===== src/rtl/trafficlight_pkg.sv =====
// trafficlight_pkg: lamp/phase codes and decode helpers; TRAFFICLIGHT_STRICT_YELLOW_EN makes G->R illegal on every lamp
package trafficlight_pkg;

  localparam logic [2:0] LAMP_GREEN  = 3'b001;
  localparam logic [2:0] LAMP_YELLOW = 3'b010;
  localparam logic [2:0] LAMP_RED    = 3'b100;

  localparam logic [2:0] PH_0       = 3'd0;
  localparam logic [2:0] PH_1       = 3'd1;
  localparam logic [2:0] PH_2       = 3'd2;
  localparam logic [2:0] PH_3       = 3'd3;
  localparam logic [2:0] PH_4       = 3'd4;
  localparam logic [2:0] PH_UNKNOWN = 3'd7;

`ifdef TRAFFICLIGHT_STRICT_YELLOW_EN
  localparam bit STRICT_YELLOW = 1'b1;
`else
  localparam bit STRICT_YELLOW = 1'b0;
`endif

  function automatic logic lamp_legal(input logic [2:0] c);
    return c == LAMP_GREEN || c == LAMP_YELLOW || c == LAMP_RED;
  endfunction

  // pattern is {S1,S2,S3,S4}
  function automatic logic [2:0] decode_phase(input logic [11:0] p);
    return p == {LAMP_GREEN,  LAMP_GREEN,  LAMP_RED,    LAMP_RED}   ? PH_0 :
           p == {LAMP_GREEN,  LAMP_YELLOW, LAMP_RED,    LAMP_RED}   ? PH_1 :
           p == {LAMP_GREEN,  LAMP_RED,    LAMP_GREEN,  LAMP_RED}   ? PH_2 :
           p == {LAMP_YELLOW, LAMP_RED,    LAMP_YELLOW, LAMP_RED}   ? PH_3 :
           p == {LAMP_RED,    LAMP_RED,    LAMP_RED,    LAMP_GREEN} ? PH_4 : PH_UNKNOWN;
  endfunction

endpackage


===== src/rtl/trafficlight_lamp_chk.sv =====
// trafficlight_lamp_chk: per-lamp history, yellow dwell and encoding/transition checks (G->R policy set by TRAFFICLIGHT_STRICT_YELLOW_EN)
module trafficlight_lamp_chk
  import trafficlight_pkg::*;
#(
  parameter int MIN_YELLOW = 3,
  parameter bit IS_S4      = 1'b0
) (
  input  logic       clk,
  input  logic       rst_n,
  input  logic [2:0] lamp_i,
  input  logic       prev_valid_i,
  output logic [2:0] prev_o,
  output logic       enc_err_o,
  output logic       seq_err_o,
  output logic       yel_err_o
);

  localparam logic [3:0] MIN_Y = 4'(MIN_YELLOW);

  logic [2:0] prev_q;
  logic [3:0] ycnt_q, ycnt_d;
  logic       chk, step_ok, g2r_ok;

  // classify the step from the previous sample and advance the yellow dwell
  always_comb begin
    g2r_ok    = IS_S4 && !STRICT_YELLOW;
    chk       = prev_valid_i && lamp_legal(lamp_i) && lamp_legal(prev_q);
    step_ok   = lamp_i == prev_q ||
                (prev_q == LAMP_GREEN  && lamp_i == LAMP_YELLOW) ||
                (prev_q == LAMP_YELLOW && lamp_i == LAMP_RED) ||
                (prev_q == LAMP_RED    && lamp_i == LAMP_GREEN) ||
                (prev_q == LAMP_GREEN  && lamp_i == LAMP_RED && g2r_ok);
    enc_err_o = !lamp_legal(lamp_i);
    seq_err_o = chk && !step_ok;
    yel_err_o = chk && prev_q == LAMP_YELLOW && lamp_i == LAMP_RED && ycnt_q < MIN_Y;
    ycnt_d    = lamp_i != LAMP_YELLOW ? 4'd0 :
                (prev_valid_i && prev_q == LAMP_YELLOW) ? (ycnt_q == 4'd15 ? ycnt_q : ycnt_q + 4'd1) : 4'd1;
  end

  // lamp history registers
  always_ff @(posedge clk or negedge rst_n) begin
    if (!rst_n) begin
      prev_q <= 3'd0;
      ycnt_q <= 4'd0;
    end else begin
      prev_q <= lamp_i;
      ycnt_q <= ycnt_d;
    end
  end

  assign prev_o = prev_q;

endmodule


===== src/rtl/trafficlight_monitor.sv =====
// trafficlight_monitor: registered phase decode and sticky safety flags for a 4-lamp junction; TRAFFICLIGHT_STRICT_YELLOW_EN forbids G->R on S4 too
module trafficlight_monitor
  import trafficlight_pkg::*;
#(
  parameter int MIN_YELLOW = 3,
  parameter int MAX_DWELL  = 15
) (
  input  logic       clk,
  input  logic       rst_n,
  input  logic [2:0] light_S1,
  input  logic [2:0] light_S2,
  input  logic [2:0] light_S3,
  input  logic [2:0] light_S4,
  input  logic       clr,
  output logic [2:0] phase,
  output logic       err_enc,
  output logic       err_conflict,
  output logic       err_seq,
  output logic       err_yellow,
  output logic       err_stuck,
  output logic       err_any
);

  localparam logic [5:0] DWELL_LIMIT = 6'(MAX_DWELL);

  logic [3:0][2:0] lamp_w, prev_w;
  logic [3:0]      enc_w, seq_w, yel_w, nonred_w;
  logic            prev_valid_q;
  logic [4:0]      dwell_q, dwell_d;
  logic [4:0]      err_q, err_d, cond_w;
  logic [2:0]      phase_q;
  logic            err_any_q;

  assign lamp_w = {light_S4, light_S3, light_S2, light_S1};

  for (genvar i = 0; i < 4; i++) begin : g_lamp
    trafficlight_lamp_chk #(
      .MIN_YELLOW(MIN_YELLOW),
      .IS_S4     (i == 3)
    ) u_chk (
      .clk         (clk),
      .rst_n       (rst_n),
      .lamp_i      (lamp_w[i]),
      .prev_valid_i(prev_valid_q),
      .prev_o      (prev_w[i]),
      .enc_err_o   (enc_w[i]),
      .seq_err_o   (seq_w[i]),
      .yel_err_o   (yel_w[i])
    );
    assign nonred_w[i] = lamp_w[i] != LAMP_RED;
  end

  // pattern dwell and new error conditions; flags are {stuck, yellow, seq, conflict, enc}
  always_comb begin
    dwell_d = (!prev_valid_q || lamp_w != prev_w) ? 5'd1 : (dwell_q == 5'd31 ? dwell_q : dwell_q + 5'd1);
    cond_w  = {{1'b0, dwell_d} > DWELL_LIMIT, |yel_w, |seq_w,
               (nonred_w[3] && |nonred_w[2:0]) || (nonred_w[1] && nonred_w[2]), |enc_w};
    err_d   = (clr ? 5'd0 : err_q) | cond_w;
  end

  // output and sticky-flag registers
  always_ff @(posedge clk or negedge rst_n) begin
    if (!rst_n) begin
      prev_valid_q <= 1'b0;
      dwell_q      <= 5'd0;
      err_q        <= 5'd0;
      err_any_q    <= 1'b0;
      phase_q      <= PH_UNKNOWN;
    end else begin
      prev_valid_q <= 1'b1;
      dwell_q      <= dwell_d;
      err_q        <= err_d;
      err_any_q    <= |err_d;
      phase_q      <= decode_phase({light_S1, light_S2, light_S3, light_S4});
    end
  end

  assign phase        = phase_q;
  assign err_enc      = err_q[0];
  assign err_conflict = err_q[1];
  assign err_seq      = err_q[2];
  assign err_yellow   = err_q[3];
  assign err_stuck    = err_q[4];
  assign err_any      = err_any_q;

endmodule


===== config.mk =====
export PLATFORM = sky130hd
export DESIGN_NAME = trafficlight_monitor
export DESIGN_NICKNAME = d
export VERILOG_FILES = /design/src/rtl/trafficlight_pkg.sv /design/src/rtl/trafficlight_lamp_chk.sv /design/src/rtl/trafficlight_monitor.sv
export SDC_FILE = /design/constraint.sdc
export NUM_CORES = 1
export LEC_CHECK = 0
export BUFFER_PORTS_ARGS = -buffer_cell sky130_fd_sc_hd__buf_2
export CORE_MARGIN = 5
export CORE_UTILIZATION = 42
export DETAILED_ROUTE_END_ITERATION = 8
export PLACE_DENSITY = 0.58
export SYNTH_ARGS = -nofsm -noshare
export SYNTH_HDL_FRONTEND = slang
export SYNTH_SLANG_ARGS = --single-unit
export TNS_END_PERCENT = 50

===== constraint.sdc =====
create_clock -name clk -period 2.5 [get_ports clk]
set_input_delay 0.125 -clock clk [delete_from_list [all_inputs] [get_ports clk]]
set_output_delay 0.125 -clock clk [all_outputs]
set_load 0.005 [all_outputs]

# After elaboration in Yosys (flattened, before gate mapping)
# Index checks and enable logic that the tools add are counted.
dict set report totals {
  regBits 43
  latch_bits 0
  ram_bits 0
  rom_bits 0
  input_bits 15
  wordCells 183
  memories 0
}
dict set report classes {
  add_sub_neg 5
  mul 0
  div 0
  order_cmp 5
  eq_ne 51
  shifts 0
  mux 20
  n_bitwise 1
  reduce_logical 88
}
# op n
set op_table {}
lappend op_table {{two-way mux 4 bit} 12}
lappend op_table {{logical AND 1 bit} 43}
lappend op_table {{== test 12 x 10 -> 1 bit, second input constant} 3}
lappend op_table {{logical OR 1 bit} 31}
lappend op_table {{== test 3 x 1 -> 1 bit, second input constant} 8}
lappend op_table {{== test 3 x 2 -> 1 bit, second input constant} 8}
lappend op_table {{== test 3 bit, second input constant} 8}
lappend op_table {{inequality test 3 x 2 -> 1 bit, second input constant} 8}
lappend op_table {{adder 4 x 1 -> 4 bit, second input constant} 4}
lappend op_table {{== test 4 bit, second input constant} 4}
lappend op_table {{less-than comparator 4 x 2 -> 1 bit, second input constant} 4}
lappend op_table {{two-way mux 5 bit} 3}
lappend op_table {{== test 12 x 11 -> 1 bit, second input constant} 1}
lappend op_table {{== test 12 bit, second input constant} 1}
lappend op_table {{== test 3 bit} 4}
lappend op_table {{two-way mux 3 bit} 4}
lappend op_table {{inequality test 12 bit} 1}
lappend op_table {{inequality test 3 bit, second input constant} 4}
lappend op_table {{OR reduction 4 bit} 3}
lappend op_table {{zero test 1 bit} 9}
lappend op_table {{adder 5 x 1 -> 5 bit, second input constant} 1}
lappend op_table {{== test 5 bit, second input constant} 1}
lappend op_table {{> comparator 5 x 4 -> 1 bit, second input constant} 1}
lappend op_table {{bitwise OR 5 bit} 1}
lappend op_table {{3 further kinds} 3}

# Depth between registers and ports, before layout
# Gate-level depths: netlist of run 1.
dict set report logic_depth {
  word_depth 11
  ltp_mapped 7
  ltp_nobuf 6
}

# By module
# Synthesis of run 1 repeated with hierarchy kept, for this count alone.
dict set report hier_totals {
  hier_cells 255
  area_unflattened_um2 2577.5
}
# mod instances cells_each area_per_inst_um2 seq_area_each_um2
set modules_own_cells {}
lappend modules_own_cells {{trafficlight_lamp_chk at g_lamp[0].u_chk ...} 3 44 441.7 175.2}
lappend modules_own_cells {trafficlight_monitor 1 90 884.6 379.1}
lappend modules_own_cells {{trafficlight_lamp_chk at g_lamp[3].u_chk} 1 33 367.9 175.2}

# Least setup slack after synthesis of run 1
# Ideal clock, no wire load.
dict set report synth_timing {
  kind {reg-to-reg}
  startpoint {register g_lamp[3].u_chk.prev_q[1]}
  endpoint {register err_any_q, in the netlist err_any}
  setup_time_ns 0.139
  arrival_ns 1.913
  required_ns 2.361
  slack_ns 0.449
  path_stages_with_launch 6
  n_path_buf 0
  period_less_slack_ns 2.051
  path_cell_list {dfrtp_1 > nor4b_1 > o41ai_1 > o2111a_1 > or4_4 > or4b_1}
}
dict set report synth_between {
  elab_chain_cells 11
  word_cells_on_any_way 28
}
# item line_no
set synth_rtl {}
lappend synth_rtl {{start: declaration} trafficlight_lamp_chk.sv:20} ;# logic [2:0] prev_q;
lappend synth_rtl {{start signal: assignment} trafficlight_lamp_chk.sv:46} ;# prev_q <= lamp_i;
lappend synth_rtl {{== test 3 x 1 -> 1 bit} {trafficlight_pkg.sv:22, trafficlight_lamp_chk.sv:29, trafficlight_lamp_chk.sv:32}}
lappend synth_rtl {{logical AND 1 bit} trafficlight_lamp_chk.sv:29} ;# (prev_q == LAMP_GREEN && lamp_i == LAMP_YELLOW) ||
lappend synth_rtl {{logical OR 1 bit} trafficlight_lamp_chk.sv:28} ;# step_ok = lamp_i == prev_q ||
lappend synth_rtl {{logical OR 1 bit} trafficlight_lamp_chk.sv:29}
lappend synth_rtl {{logical OR 1 bit} trafficlight_lamp_chk.sv:30} ;# (prev_q == LAMP_YELLOW && lamp_i == LAMP_RED) ||
lappend synth_rtl {{logical OR 1 bit} trafficlight_lamp_chk.sv:31} ;# (prev_q == LAMP_RED && lamp_i == LAMP_GREEN) ||
lappend synth_rtl {{zero test 1 bit} trafficlight_lamp_chk.sv:34} ;# seq_err_o = chk && !step_ok;
lappend synth_rtl {{logical AND 1 bit *} trafficlight_lamp_chk.sv:34}
lappend synth_rtl {{OR reduction 4 bit *} trafficlight_monitor.sv:56} ;# cond_w = {{1'b0, dwell_d} > DWELL_LIMIT, |yel_w, |seq_w,
lappend synth_rtl {{bitwise OR 5 bit *} trafficlight_monitor.sv:58} ;# err_d = (clr ? 5'd0 : err_q) | cond_w;
lappend synth_rtl {{via err_d[2]} trafficlight_monitor.sv:30} ;# logic [4:0] err_q, err_d, cond_w;
lappend synth_rtl {{OR reduction 5 bit *} trafficlight_monitor.sv:73} ;# err_any_q <= |err_d;
lappend synth_rtl {{end signal: assignment} trafficlight_monitor.sv:73}
lappend synth_rtl {{end: declaration} trafficlight_monitor.sv:32} ;# logic err_any_q;
# Mark *: on every way through the listed nets, which the timed path passes. The rest lies on a longest branch.
# A chain may end at the register's enable or synchronous reset.

# Worst setup path in the final report of run 1
# Same ends and word-level chain as after synthesis.

==> metrics.csv, run 1 <==
metric;value;unit
track_usage;14.8;%
wl_met1;2500;µm
route.vias.total;1826;
power.ir.vdd_worst;0.243;mV
cts_tree;done;
final_area;2660;µm²
synth_top_area_cell;sky130_fd_sc_hd__dfrtp_1;
power_density;491;nW/µm²
crit_path_end_kind;flip-flop;
failed_checks;hold timing;
drt_first_iter_violations;131;
cts_resized;0;
run_status;finished with violations;
largest_family_of_logic_cells_by_synthesized_area;simple AND/OR/NAND/NOR gates;
detail_route.wl_per_cell;14.6;µm
maxSlewViolCount;0;
reg2reg_slack;0.34;ns
yosysWarnings;0;
drive_gt1_share;16.1;%
share_of_the_synthesized_area_in_the_top_cell_type;40.5;%
final_min_period_over_clock_period;86.4;%
grt_first_pass_wirelength;8740;µm
timing.hold.worst.class;in2async;
maxClockFrequency;463;MHz
postSynthAreaPerCell;10.1;µm²
slew_headroom;37.0;%
die_w;86.7;µm
top_layer;met4;
synth.cells.most_frequent;sky130_fd_sc_hd__dfrtp_1 (40), sky130_fd_sc_hd__nor2_1 (25), sky130_fd_sc_hd__xnor2_1 (21);
drt.antenna.violating_nets;0;
hpwlAfterDp;3630;µm
viasPerCell;5.43;
hold-worst-slack;-0.0232;ns
cts_made_buffers;5;
worst_setup_path_start_kind;flip-flop;
drv.max_cap_violation_count;0;
clock_latency;0.29;ns
cp_slowest_cell;sky130_fd_sc_hd__or4b_1;
detailroute.wirelength.met2;2130;µm
leakagePower;1.05;nW
worstSetupPathType;reg2reg;
period_minus_slack;2.16;ns
globalplace.congestion;0.821;
post_synth_fa_ha_maj_area_fraction;2.53;%
worstSetupEndpoint;err_any;
worst_slew_pin_tran;0.945;ns
worst_r2r_endpoint;err_any;
switching_share;25.6;%
synth_compound_area_share;11.0;%
synth_seq_cells;43;
most_instantiated_flip_flop_cell_in_the_synthesis_netlist;sky130_fd_sc_hd__dfrtp_1;
synth.most_common_cell;sky130_fd_sc_hd__dfrtp_1;
cpPeakStageDelay;0.53;ns
synth_simple_gate_area_share;27.6;%
coreArea;5820;µm²
critPathRequiredTime;2.66;ns
synth-xor-area-share;8.16;%
grt_max_degree;44;
numClockSinks;43;
asyncSetResetFlopFracSynth;100;%
setup_repair_after_global_routing_missed_its_margin;no;
final_nets;280;
grt_antenna_before_repair;0;
finClkSkew;0.00501;ns
synthDistinctLibCells;52;
netlist_instances;244;
gr_overflow_total;0;
power_switching;0.000334;W
placedInstanceArea;2580;µm²
critical_path_peak_fanout;6;
top_level_ports;24;
start_util;42.5;%
chipHeight;86.7;µm
internal_power;0.000972;W
design.die.area;7510;µm²
number_of_global_route_vias_before_repair;1823;
startpoint;g_lamp[3].u_chk.prev_o[1];
hold_violations;40;
root_buffer;sky130_fd_sc_hd__clkbuf_8;
post_synth_main_area_contributors;sky130_fd_sc_hd__dfrtp_1 (41%), sky130_fd_sc_hd__xnor2_1 (7.4%), sky130_fd_sc_hd__nor2_1 (3.8%);
drc_errors;0;
std_cell_rows;28;
post-cts-setup-buffer-count;0;
timing.rr.start;g_lamp[3].u_chk.prev_o[1];
synth.yosys.seq_area_share;43.7;%
io_buffer_count;23;
first_pass_iters;4;
power_frac_seq;56.4;%
synthesis.nets;264;
flow.area_growth_from_synthesis;7.70;%
diodes;0;
cts_max_path_buffers;2;
timing.critical_path.cells;nor4b_1, o41ai_1, o2111a_1, or4_4, or4b_1;
comb_power_share;11.1;%
ff2ff_path_depth;5;
worst_setup_hold_path_clk_slew;0.08;ns
htree_levels;2;
met3RoutedLength;197;µm
sum_neg_setup_slack;0;ns
synth_enable_flop_cells;0;
hold_buffers;0;
mappedNetlistArea;2470;µm²
post_synth_mux_area_share;2.03;%
pwr-share-clk;32.5;%
setup_viol_count_final;0;
totalWireLength;4920;µm
critical_path_arrival;2.32;ns
==> sequential cells by signal, indices dropped and copies added, names as in the netlist <==
register and cells:
dwell_q 5, err_any 1, err_q 5, g_lamp.u_chk.prev_o 12, g_lamp.u_chk.ycnt_q 16, phase 3
prev_valid_q 1
==> power by group through the flow <==
stage | logic (W) | clock network, W | registers (W)
2_1_floorplan | 0.000108 | 0 | 0.000743
3_3_place_gp | 0.000148 | 0 | 0.000749
3_5_place_dp | 0.000148 | 0 | 0.000749
4_1_cts | 0.000148 | 0.000441 | 0.000736
5_1_grt | 0.000166 | 0.000470 | 0.000740
6_report | 0.000145 | 0.000424 | 0.000736
==> worst min path at each step <==
| stage | cells after the start | end | slack, ns |
|---|---|---|---|
| floorplan | 0 | dwell_q[0] | -0.17 |
| global placement | 1 | g_lamp[3].u_chk.ycnt_q[3] | 0.34 |
| detailed placement | 1 | g_lamp[3].u_chk.ycnt_q[3] | 0.34 |
| CTS | 1 | g_lamp[1].u_chk.ycnt_q[3] | 0.02 |
| global route | 1 | g_lamp[1].u_chk.prev_o[1] | 0.04 |
| finish | 1 | g_lamp[3].u_chk.ycnt_q[3] | -0.02 |
==> final cells by class <==
class / instances / area, µm²
fillers: 579 / 3160
repair buffers: 23 / 115
clock inverters: 1 / 5.00
well taps: 75 / 93.8
multi-input cells: 182 / 1270
flip-flops and latches: 43 / 1080
clock buffers: 7 / 76.3
inverters: 5 / 18.8
==> cells in the final DEF, fill, tap and decap left out, types with 3 or more instances in the layout <==
master / netlist / routed
sky130_fd_sc_hd__a21boi_0: 4 / 4
sky130_fd_sc_hd__a21oi_1: 6 / 6
sky130_fd_sc_hd__a31oi_1: 6 / 6
sky130_fd_sc_hd__buf_2: 5 / 23
sky130_fd_sc_hd__clkbuf_8: 0 / 5
sky130_fd_sc_hd__dfrtp_1: 40 / 40
sky130_fd_sc_hd__dfstp_2: 3 / 3
sky130_fd_sc_hd__ha_1: 5 / 5
sky130_fd_sc_hd__inv_1: 5 / 5
sky130_fd_sc_hd__mux2i_1: 5 / 5
sky130_fd_sc_hd__nand2_1: 13 / 13
sky130_fd_sc_hd__nand3_1: 12 / 12
sky130_fd_sc_hd__nand4_1: 4 / 4
sky130_fd_sc_hd__nand4b_1: 3 / 3
sky130_fd_sc_hd__nor2_1: 25 / 25
sky130_fd_sc_hd__nor3_1: 12 / 12
sky130_fd_sc_hd__nor3b_1: 9 / 9
sky130_fd_sc_hd__nor4_1: 3 / 3
sky130_fd_sc_hd__nor4bb_1: 8 / 8
sky130_fd_sc_hd__o211ai_1: 3 / 3
sky130_fd_sc_hd__o21ai_0: 3 / 3
sky130_fd_sc_hd__or3b_2: 4 / 4
sky130_fd_sc_hd__xnor2_1: 21 / 21
==> cell families (layout without fill, tap and decap cells) <==
group / after synthesis / count (layout)
other cells: 1 / 1
simple gates: 111 / 111
xor+xnor: 23 / 23
flops: 43 / 43
fa+ha+maj: 5 / 5
buf+inv: 19 / 36
compound gates: 37 / 37
mux: 5 / 5
==> stage by stage <==
stage | utilization (%) | total power (W) | instances | worst slack, ns
final | 45.7 | 0.00131 | 336 | 0.339
after floorplan | - | 0.000852 | 244 | 0.449
after CTS | 45.7 | 0.00133 | 336 | 0.342
after global routing | 45.7 | 0.00138 | 336 | 0.194
after global placement | 44.3 | 0.000897 | 328 | 0.389
after detailed placement | 44.3 | 0.000897 | 328 | 0.345
==> worst max-delay path, delay by kind of cell, from the launching register on <==
family           cells  cell delay, ns
AND/OR/NAND/NOR      3            1.31
flip-flops           1            0.47
AO/OA/AOI/OAI        2            0.26
==> routing by layer <==
metal / global-route usage, % / up-vias
met5: 0 / -
met4: 5.52 / 0
met3: 3.61 / 9
met2: 22.5 / 30
met1: 20.2 / 865
li1: - / 922
No activity file was read; power rests on OpenSTA's default activity.
==> run 2, diff against run 1 <==
--- a/config.mk
+++ b/config.mk
@@ -7,9 +7,9 @@
 export LEC_CHECK = 0
 export BUFFER_PORTS_ARGS = -buffer_cell sky130_fd_sc_hd__buf_2
 export CORE_MARGIN = 5
-export CORE_UTILIZATION = 42
+export CORE_UTILIZATION = 33
 export DETAILED_ROUTE_END_ITERATION = 8
-export PLACE_DENSITY = 0.58
+export PLACE_DENSITY = 0.48
 export SYNTH_ARGS = -nofsm -noshare
 export SYNTH_HDL_FRONTEND = slang
 export SYNTH_SLANG_ARGS = --single-unit
==> constraint.sdc (replaced) <==
create_clock -name clk -period 2.5 [get_ports clk]
set_input_delay 0 -clock clk [delete_from_list [all_inputs] [get_ports clk]]
set_output_delay 0 -clock clk [all_outputs]
set_load 0.005 [all_outputs]
==> run 2 against run 1 <==
The flow now finishes without violations. Sequential share of layout area shrank 2.8 points. Setup slack got worse by 0.027 ns. Cell count grew 11%. Count of clock-buffer cells in the layout shrank 1. Via count up 4.1%. Combinational power rose by 12%. Global-route usage fell by 2.0 points. Routed wire length grew 12%. Fmax decreased by 1.2%. Largest power group unchanged.
==> metrics.csv, run 2 (synthesis gave the netlist of run 1 again) <==
metric;value;unit
route.vias.total;1901;
first_pass_iters;4;
area.sequential;1080;µm²
design.die.area;9310;µm²
cts_max_path_buffers;2;
registers.top_by_ff_count;g_lamp.u_chk.ycnt_q;
final_min_period_over_clock_period;87.5;%
clock_latency;0.30;ns
finClkSkew;0.0104;ns
final_nets;293;
grt_first_pass_wirelength;9020;µm
hpwlAfterDp;4020;µm
nFillCells;752;
power_density;515;nW/µm²
track_usage;12.7;%
timing.critical_path.cells;nor4b_1, o41ai_1, o2111a_1, or4_4, or4b_1;
coreArea;7250;µm²
diodes;0;
die_w;96.5;µm
power.ir.vdd_worst;0.266;mV
maxClockFrequency;457;MHz
setup_repair_after_global_routing_missed_its_margin;no;
multiInputGateArea;1270;µm²
worst_setup_path_start_kind;flip-flop;
timing.critical_path.max_delay_family;simple AND/OR/NAND/NOR gates;
worst_setup_hold_path_clk_slew;0.09;ns
worst_slew_pin_tran;0.957;ns
flow.area_growth_from_synthesis;15.7;%
mostFrequentLayoutCells;sky130_fd_sc_hd__dfrtp_1 (40), sky130_fd_sc_hd__nor2_1 (25), sky130_fd_sc_hd__buf_2 (23), sky130_fd_sc_hd__xnor2_1 (21);
cts_made_buffers;5;
drt_first_iter_violations;97;
drt.antenna.violating_nets;0;
drv.max_cap_violation_count;0;
leakagePower;1.13;nW
number_of_global_route_vias_before_repair;1784;
post-cts-setup-buffer-count;0;
setup_viol_count_final;0;
hold_violations;0;
start_util;34.1;%
critical_path_peak_fanout;7;
largest_register_ff_count;16;
grt_max_degree;44;
drc_errors;0;
drive_gt1_share;16.1;%
maxSlewViolCount;0;
cpPeakStageDelay;0.52;ns
htree_levels;2;
cts_resized;0;
crit_path_end_kind;flip-flop;
std_cell_rows;31;
numClockSinks;43;
layout_commonest_cell;sky130_fd_sc_hd__dfrtp_1;
root_buffer;sky130_fd_sc_hd__clkbuf_8;
cts_tree;done;
hold-worst-slack;0.0613;ns
io_buffer_count;23;
period_minus_slack;2.19;ns
sum_neg_setup_slack;0;ns
chipHeight;96.5;µm
detail_route.wl_per_cell;14.7;µm
cp.buffers_inverters;0;
gr_overflow_total;0;
globalplace.congestion;0.781;
viasPerCell;5.10;
critical_path_arrival;2.37;ns
run_status;completed;
cp_slowest_cell;sky130_fd_sc_hd__or4b_1;
grt_antenna_before_repair;0;
critPathRequiredTime;2.68;ns
slew_headroom;36.2;%
hold_buffers;13;
timing.hold.worst.class;in2reg;
worstSetupPathType;reg2reg;
totalWireLength;5500;µm
top_level_ports;24;
run 2: changes by cell type in the layout (fill, tap and decap cells not counted), sizes merged:
cell | before | now
bufinv | 0 | 1
dlygate4sd3 | 0 | 13
clkbuf | 7 | 6
run 2: final timing paths:
check | to | slack [ns] | startpoint | depth (start not counted)
max in group asynchronous | g_lamp[2].u_chk.prev_o[2] | 1.51 | rst_n | 2
setup reg to reg | err_any | 0.31 | g_lamp[3].u_chk.prev_o[2] | 5
hold / removal | err_q[1] | 0.06 | clr | 3
hold reg to reg | g_lamp[2].u_chk.ycnt_q[3] | 0.53 | g_lamp[2].u_chk.ycnt_q[3] | 1
setup / recovery | err_any | 0.31 | g_lamp[3].u_chk.prev_o[2] | 5
min in group asynchronous | g_lamp[3].u_chk.prev_o[0] | 0.39 | rst_n | 2
run 2: worst register-to-register path: stages (launching register included):
cell and delay (ns):
sky130_fd_sc_hd__dfrtp_1 0.49, sky130_fd_sc_hd__nor4b_1 0.29, sky130_fd_sc_hd__o41ai_1 0.12, sky130_fd_sc_hd__o2111a_1 0.16, sky130_fd_sc_hd__or4_4 0.49, sky130_fd_sc_hd__or4b_1 0.52
run 2: final cells by class:
cell class,count,area share [%]
Multi-Input combinational cell,182,44.5
Sequential cell,43,37.8
Timing Repair Buffer,36,8.59
Tap cell,99,4.34
Clock buffer,6,2.89
Clock inverter,2,1.23
Inverter,5,0.657
run 2: power by group:
group          internal, W  total (W)  leakage, nW  switching (W)
Clock             0.000324   0.000572       0.0612       0.000249
Combinational    0.0000768   0.000163        0.528      0.0000864
Sequential        0.000712   0.000736        0.536      0.0000239
Total              0.00111    0.00147         1.13       0.000359
run 2: per-layer routing:
layer | track usage, % | vias to the layer above | part of all wire (%)
li1 | - | 949 | -
met1 | 18.3 | 912 | 50
met2 | 19.1 | 32 | 45
met3 | 2.56 | 8 | 3.4
met4 | 4.09 | 0 | 1.2
met5 | 0 | - | 0
run 2: per-stage QoR:
| stage | setup WS [ns] | cell area (µm²) | total power, W | std cells | utilization [%] |
|---|---|---|---|---|---|
| 2_1_floorplan | 0.449 | 2470 | 0.000852 | 244 | - |
| 3_3_place_gp | 0.351 | 2610 | 0.000901 | 352 | 36.0 |
| 3_5_place_dp | 0.310 | 2610 | 0.000900 | 352 | 36.0 |
| 4_1_cts | 0.299 | 2860 | 0.00149 | 373 | 39.4 |
| 5_1_grt | 0.187 | 2860 | 0.00154 | 373 | 39.4 |
| 6_report | 0.313 | 2860 | 0.00147 | 373 | 39.4 |
